### config.mk
export PLATFORM = sky130hd
export DESIGN_NAME = dmem_req_ctrl_flat
export DESIGN_NICKNAME = d
export VERILOG_FILES = /design/src/rtl/dmem_req_ctrl_pkg.sv /design/src/rtl/dmem_req_ctrl_if.sv /design/src/rtl/dmem_size_dec.sv /design/src/rtl/dmem_req_ctrl.sv /design/src/flat_wrapper.sv
export SDC_FILE = /design/constraint.sdc
export NUM_CORES = 1
export LEC_CHECK = 0
export BUFFER_PORTS_ARGS = -buffer_cell sky130_fd_sc_hd__buf_2
export CAP_MARGIN = 20
export CORE_ASPECT_RATIO = 1.1
export CORE_MARGIN = 3
export CORE_UTILIZATION = 45
export CTS_CLUSTER_SIZE = 14
export DETAILED_ROUTE_END_ITERATION = 12
export GPL_TIMING_DRIVEN = 0
export HOLD_SLACK_MARGIN = 0.1
export PLACE_DENSITY_LB_ADDON = 0.15
export SETUP_SLACK_MARGIN = 0.4
export SYNTH_ARGS = -nofsm -noshare
export SYNTH_HDL_FRONTEND = slang
export SYNTH_SLANG_ARGS = --single-unit
export TNS_END_PERCENT = 100
### constraint.sdc
create_clock -name clk -period 2.8 [get_ports clk]
set_clock_uncertainty 0.15 [all_clocks]
set_input_delay 0.14 -clock clk [delete_from_list [all_inputs] [get_ports clk]]
set_output_delay 0.14 -clock clk [all_outputs]
set_load 0.1 [all_outputs]
### src/rtl/dmem_req_ctrl_pkg.sv
// Shared definitions for the MEM-stage data-memory request controller:
// FSM state encodings, SRAM-like data_size codes, KSEG segment constants
// and the byte-lane to transfer-size helper.
package dmem_req_ctrl_pkg;

  typedef enum logic [1:0] {
    ST_IDLE = 2'd0,
    ST_REQ  = 2'd1,
    ST_WAIT = 2'd2,
    ST_DONE = 2'd3
  } state_t;

  localparam logic [1:0] SIZE_BYTE = 2'd0;
  localparam logic [1:0] SIZE_HALF = 2'd1;
  localparam logic [1:0] SIZE_WORD = 2'd2;

  // Top three address bits of the unmapped kernel segments
  localparam logic [2:0] SEG_KSEG0 = 3'b100;
  localparam logic [2:0] SEG_KSEG1 = 3'b101;

  // Irregular lane patterns fall back to a full-word transfer
  function automatic logic [1:0] sel_to_size(input logic [3:0] sel);
    logic [1:0] size;
    size = SIZE_WORD;
    case (sel)
      4'b1111:                            size = SIZE_WORD;
      4'b0011, 4'b1100:                   size = SIZE_HALF;
      4'b0001, 4'b0010, 4'b0100, 4'b1000: size = SIZE_BYTE;
      default:                            size = SIZE_WORD;
    endcase
    return size;
  endfunction

endpackage

### src/rtl/dmem_req_ctrl_if.sv
// SRAM-like data port between the request controller (master) and the
// AXI bridge (slave).
interface dmem_req_ctrl_if #(
  parameter int ADDR_W = 32
) ();

  logic              data_req;
  logic              data_wr;
  logic [1:0]        data_size;
  logic [ADDR_W-1:0] data_addr;
  logic [31:0]       data_wdata;
  logic              data_addr_ok;
  logic              data_data_ok;
  logic [31:0]       data_rdata;

  modport master (
    output data_req, data_wr, data_size, data_addr, data_wdata,
    input  data_addr_ok, data_data_ok, data_rdata
  );

  modport slave (
    input  data_req, data_wr, data_size, data_addr, data_wdata,
    output data_addr_ok, data_data_ok, data_rdata
  );

endinterface

### src/rtl/dmem_size_dec.sv
// Combinational decode of the MEM-stage byte-lane select into a transfer
// size, plus the virtual-to-physical map for kseg0/kseg1 addresses.
// The low address bits always pass through untouched.
module dmem_size_dec
  import dmem_req_ctrl_pkg::*;
#(
  parameter int ADDR_W   = 32,
  parameter bit KSEG_MAP = 1'b1
) (
  input  logic [3:0]        mem_sel,
  input  logic [ADDR_W-1:0] vaddr,
  output logic [1:0]        data_size,
  output logic [ADDR_W-1:0] paddr
);

  logic kseg_hit;

  assign data_size = sel_to_size(mem_sel);

  if (KSEG_MAP) begin : g_map
    assign kseg_hit = (vaddr[ADDR_W-1 -: 3] == SEG_KSEG0) ||
                      (vaddr[ADDR_W-1 -: 3] == SEG_KSEG1);
  end else begin : g_nomap
    assign kseg_hit = 1'b0;
  end

  assign paddr[ADDR_W-4:0] = vaddr[ADDR_W-4:0];

  // Segment bits are cleared for kseg0/kseg1, giving the physical window
  for (genvar gi = ADDR_W - 3; gi < ADDR_W; gi++) begin : g_seg
    assign paddr[gi] = vaddr[gi] & ~kseg_hit;
  end

endmodule

### src/rtl/dmem_req_ctrl.sv
// MEM-stage data-memory request controller. Issues one SRAM-like access
// at a time, holds the pipeline until it completes and returns the raw
// read word. A flushed access cannot be withdrawn from the bridge, so it
// is marked dropped and its response is swallowed before anything new
// is issued.
module dmem_req_ctrl
  import dmem_req_ctrl_pkg::*;
#(
  parameter int ADDR_W   = 32,
  parameter bit KSEG_MAP = 1'b1
) (
  input  logic                  clk,
  input  logic                  resetn,
  input  logic                  mem_valid,
  input  logic                  mem_wr,
  input  logic [3:0]            mem_sel,
  input  logic [ADDR_W-1:0]     mem_addr,
  input  logic [31:0]           mem_wdata,
  input  logic                  mem_flush,
  input  logic                  mem_adv,
  output logic                  stall_mem,
  output logic [31:0]           rdata_out,
  dmem_req_ctrl_if.master       dport
);

  state_t            state_reg, state_next;
  logic              drop_reg, drop_next;
  logic              wr_reg;
  logic [1:0]        size_reg;
  logic [ADDR_W-1:0] addr_reg;
  logic [31:0]       wdata_reg;
  logic [31:0]       rdata_reg;

  logic [1:0]        dec_size;
  logic [ADDR_W-1:0] dec_addr;
  logic              need;
  logic              issue;
  logic              resp;
  logic              discard;
  logic              req_out;

  dmem_size_dec #(
    .ADDR_W   (ADDR_W),
    .KSEG_MAP (KSEG_MAP)
  ) u_size_dec (
    .mem_sel   (mem_sel),
    .vaddr     (mem_addr),
    .data_size (dec_size),
    .paddr     (dec_addr)
  );

  assign need    = mem_valid & (|mem_sel) & ~mem_flush;
  // No new issue while a dropped access is still owed a response
  assign issue   = (state_reg == ST_IDLE) & need & ~drop_reg;
  // Response of the outstanding access arrives this cycle
  assign resp    = ((state_reg == ST_REQ) & dport.data_addr_ok & dport.data_data_ok) |
                   ((state_reg == ST_WAIT) & dport.data_data_ok);
  // A flush landing on the response cycle kills it just like an earlier one
  assign discard = resp & (drop_reg | mem_flush);

  // State register
  always_ff @(posedge clk or negedge resetn) begin
    if (!resetn) state_reg <= ST_IDLE;
    else         state_reg <= state_next;
  end

  // Next-state logic
  always_comb begin
    state_next = state_reg;
    case (state_reg)
      ST_IDLE: if (issue) state_next = ST_REQ;
      ST_REQ: begin
        if (dport.data_addr_ok) begin
          if (dport.data_data_ok) state_next = discard ? ST_IDLE : ST_DONE;
          else                    state_next = ST_WAIT;
        end
      end
      ST_WAIT: if (dport.data_data_ok) state_next = discard ? ST_IDLE : ST_DONE;
      ST_DONE: if (mem_adv || mem_flush) state_next = ST_IDLE;
      default: state_next = ST_IDLE;
    endcase
  end

  // Outputs decoded from state
  always_comb begin
    req_out   = 1'b0;
    stall_mem = 1'b0;
    req_out   = (state_reg == ST_REQ);
    stall_mem = (need & (state_reg != ST_DONE)) |
                ((state_reg == ST_IDLE) & drop_reg) |
                ((state_reg != ST_IDLE) & (state_reg != ST_DONE) & drop_reg & need);
  end

  // Drop flag: set by a flush while the bridge still owes a response
  always_comb begin
    drop_next = drop_reg;
    if (resp) drop_next = 1'b0;
    else if (mem_flush && (state_reg == ST_REQ || state_reg == ST_WAIT)) drop_next = 1'b1;
  end

  // Drop flag register
  always_ff @(posedge clk or negedge resetn) begin
    if (!resetn) drop_reg <= 1'b0;
    else         drop_reg <= drop_next;
  end

  // Request fields are latched on issue and held until the next issue
  always_ff @(posedge clk or negedge resetn) begin
    if (!resetn) begin
      wr_reg    <= 1'b0;
      size_reg  <= SIZE_BYTE;
      addr_reg  <= '0;
      wdata_reg <= '0;
    end else if (issue) begin
      wr_reg    <= mem_wr;
      size_reg  <= dec_size;
      addr_reg  <= dec_addr;
      wdata_reg <= mem_wdata;
    end
  end

  // Read word captured only for kept loads; stores leave it unchanged
  always_ff @(posedge clk or negedge resetn) begin
    if (!resetn)                         rdata_reg <= '0;
    else if (resp && !discard && !wr_reg) rdata_reg <= dport.data_rdata;
  end

  assign rdata_out        = rdata_reg;
  assign dport.data_req   = req_out;
  assign dport.data_wr    = wr_reg;
  assign dport.data_size  = size_reg;
  assign dport.data_addr  = addr_reg;
  assign dport.data_wdata = wdata_reg;

endmodule

### src/flat_wrapper.sv
// flat-port wrapper written by rule: the top's interface ports become plain ports
module dmem_req_ctrl_flat import dmem_req_ctrl_pkg::*;
#(
  parameter int ADDR_W   = 32,
  parameter bit KSEG_MAP = 1'b1
)
  (clk, resetn, mem_valid, mem_wr, mem_sel, mem_addr, mem_wdata, mem_flush, mem_adv, stall_mem, rdata_out, dport_data_req, dport_data_wr, dport_data_size, dport_data_addr, dport_data_wdata, dport_data_addr_ok, dport_data_data_ok, dport_data_rdata);
  dmem_req_ctrl_if #(.ADDR_W(ADDR_W)) dport_i ();
  input  logic clk;
  input  logic resetn;
  input  logic mem_valid;
  input  logic mem_wr;
  input  logic [3:0] mem_sel;
  input  logic [ADDR_W-1:0] mem_addr;
  input  logic [31:0] mem_wdata;
  input  logic mem_flush;
  input  logic mem_adv;
  output logic stall_mem;
  output logic [31:0] rdata_out;
  output wire logic [$bits(dport_i.data_req)-1:0] dport_data_req;
  output wire logic [$bits(dport_i.data_wr)-1:0] dport_data_wr;
  output wire logic [$bits(dport_i.data_size)-1:0] dport_data_size;
  output wire logic [$bits(dport_i.data_addr)-1:0] dport_data_addr;
  output wire logic [$bits(dport_i.data_wdata)-1:0] dport_data_wdata;
  input wire logic [$bits(dport_i.data_addr_ok)-1:0] dport_data_addr_ok;
  input wire logic [$bits(dport_i.data_data_ok)-1:0] dport_data_data_ok;
  input wire logic [$bits(dport_i.data_rdata)-1:0] dport_data_rdata;
  assign dport_data_req = dport_i.data_req;
  assign dport_data_wr = dport_i.data_wr;
  assign dport_data_size = dport_i.data_size;
  assign dport_data_addr = dport_i.data_addr;
  assign dport_data_wdata = dport_i.data_wdata;
  assign dport_i.data_addr_ok = dport_data_addr_ok;
  assign dport_i.data_data_ok = dport_data_data_ok;
  assign dport_i.data_rdata = dport_data_rdata;
  dmem_req_ctrl #(.ADDR_W(ADDR_W), .KSEG_MAP(KSEG_MAP)) u_core (.clk(clk), .resetn(resetn), .mem_valid(mem_valid), .mem_wr(mem_wr), .mem_sel(mem_sel), .mem_addr(mem_addr), .mem_wdata(mem_wdata), .mem_flush(mem_flush), .mem_adv(mem_adv), .stall_mem(stall_mem), .rdata_out(rdata_out), .dport(dport_i));
endmodule
==> flow_summary.ini <==
[timing]
worst_pin_slew_ns = 0.965
fin_crit_ns = 2.26
relSlewSlack = 0.350
fmax_mhz = 442
maxSlewViolCount = 0
grt_setup_unrepaired = false
fin_ws_ns = 0.535
finalSetupViolCount = 0
period_share = 0.809
fin_tns_setup_ns = 0
hold_violations = 0

[yosys]
synth_seq_cells = 102
ys_types = 26
synthFlopType = dfrtp_1
ys_async_sr_fraction = 1.00
syn_avg_cell_area_sq_um = 10.3
yosysSeqAreaShare = 0.635
syn_nets = 503
synth_edf_count = 0
syn_inst = 390
yosys.area.top_type = dfrtp_1
netlist.area_leader.share = 0.635
yosys_warnings = 0
syn_area_sq_mm = 0.00402
ys_top_cells_by_area = dfrtp_1, nand2_1, mux2_1, mux2_2, ha_1

[critical_path]
worstSetupPathType = flip-flop to output port
cp_data_required_time_ns = 2.51
cp-start-kind = flip-flop
endpoint_kind = output port
cp_max_fo = 4
cp.arrival_ns = 1.97

[drt]
drt_wl_total_um = 12200
num_vias = 3937
ant_nets = 0
viasPerCell = 4.73
drt_first_pass_iters = 4
wl_per_cell_um = 14.7
drc = 0
drtIter0Drc = 129

[layout]
final_cell_mix = buf_2, nand2_1, dlygate4sd3_1
n_antenna_cell = 0
fillCellCount = 553
layout.cells.non_filler = 832
final_common_cell = buf_2
fin_nets = 829
fin_util = 0.761
layout-drive-gt1-share = 0.343
area_delta_synth_final_pct = 61.7

[min_path]
hold_path.class = input port to async pin

[grt]
antenna_found_initial = 0
grt_pass1_wl_um = 20100
grt_pass1_vias = 4359
grt_max_degree = 71
overflow = 0
track_usage = 0.254

[placement]
io_buffer_count = 208
place_congestion = 0.770
dp.cells = 710
dp_hpwl_um = 7770
pre_cts_ws_ns = 0.344

[floorplan]
die_height_um = 105
core.rowCount = 35
num_io_pins = 209
start_util = 0.471
die_x_um = 96.1
core_sq_mm = 0.00854
dieArea_sq_mm = 0.0101

[clock_tree]
clkTransAtPathRegs_ns = 0.10
clk_latency_ns = 0.35
cts_made_buffers = 9
ctsLongestPathBuffers = 2
htree_levels = 3
tritoncts = built
cts_root_buf = clkbuf_8
cts.sinks = 102

[job]
cap_violations = 0

[outcome]
outcome = finished, final reports clean
-- cell families (layout without fill, tap and decap cells) --
| family | count (synthesis) | after routing | synth area share |
|---|---|---|---|
| compound gates | 15 | 15 | 0.0252 |
| fa+ha+maj | 5 | 5 | 0.0156 |
| buf+inv | 23 | 354 | 0.0227 |
| flops | 102 | 102 | 0.635 |
| mux | 34 | 34 | 0.0949 |
| simple gates | 211 | 211 | 0.207 |
-- worst paths after layout --
| path | end | depth (start not counted) | from | slack [ns] |
|---|---|---|---|---|
| worst max register to register | u_core.rdata_out[1] | 7 | u_core.state_reg[0] | 0.55 |
| worst min register to register | u_core.dport.data_addr[11] | 2 | u_core.dport.data_addr[11] | 0.33 |
| worst min-delay path | u_core.dport.data_addr[25] | 2 | resetn | 0.12 |
| max in group asynchronous | u_core.dport.data_wdata[6] | 3 | resetn | 1.68 |
| worst max-delay path | stall_mem | 6 | u_core.state_reg[1] | 0.54 |
| min in group clk | u_core.dport.data_size[1] | 3 | mem_flush | 0.13 |
-- final cells by class --
class	count	area (sq um)	share of cell area
Clock inverter	4	33.8	0.00520
Multi-Input combinational cell	265	1410	0.217
Tap cell	111	139	0.0214
Timing Repair Buffer	315	2130	0.328
Buffer	17	70.1	0.0108
Sequential cell	102	2550	0.393
Clock buffer	12	135	0.0208
Inverter	6	22.5	0.00346
-- synthesized netlist by cell type (3+ instances only) --
master	n
nand2_1	198
dfrtp_1	102
mux2_1	21
mux2_2	12
clkbuf_1	10
inv_1	6
nor2_1	6
ha_1	5
buf_2	4
a21oi_1	3
buf_1	3
o21ai_0	3
-- through the flow --
step | hold slack (ns) | instance area [sq um]
finish | 0.120 | 6500
global placement | 0.179 | 5220
floorplan | -0.306 | 4040
CTS | 0.108 | 6480
detailed placement | -0.0288 | 5250
global route | 0.127 | 6500
-- what timing repair did --
action | 4_1_cts | 5_1_grt
endpoints found under the setup margin | 14 | 71
buffers inserted | 0 | 0
hold buffers | 106 | 0
pin swaps | 0 | 0
hold endpoints to repair | 202 | 0
gates resized for setup | 0 | 9
-- worst max-delay path, cell delays in order, from the launching register on --
cell and delay (ns):
dfrtp_1 0.42, inv_2 0.08, ha_4 0.27, nor4b_1 0.28
o21ai_1 0.15, o41ai_4 0.08, buf_4 0.35
-- metal layers --
layer  share of wire  global-route usage  vias to the layer above
li1                -                   -                     1888
met1            0.39               0.291                     1833
met2            0.50               0.442                      172
met3           0.073              0.0569                       44
met4           0.037               0.114                        0
met5               0                   0                        -
Power is left out: the tool's default activity adds up to more than one toggle a clock period on the data nets, which glitch-free logic cannot reach.
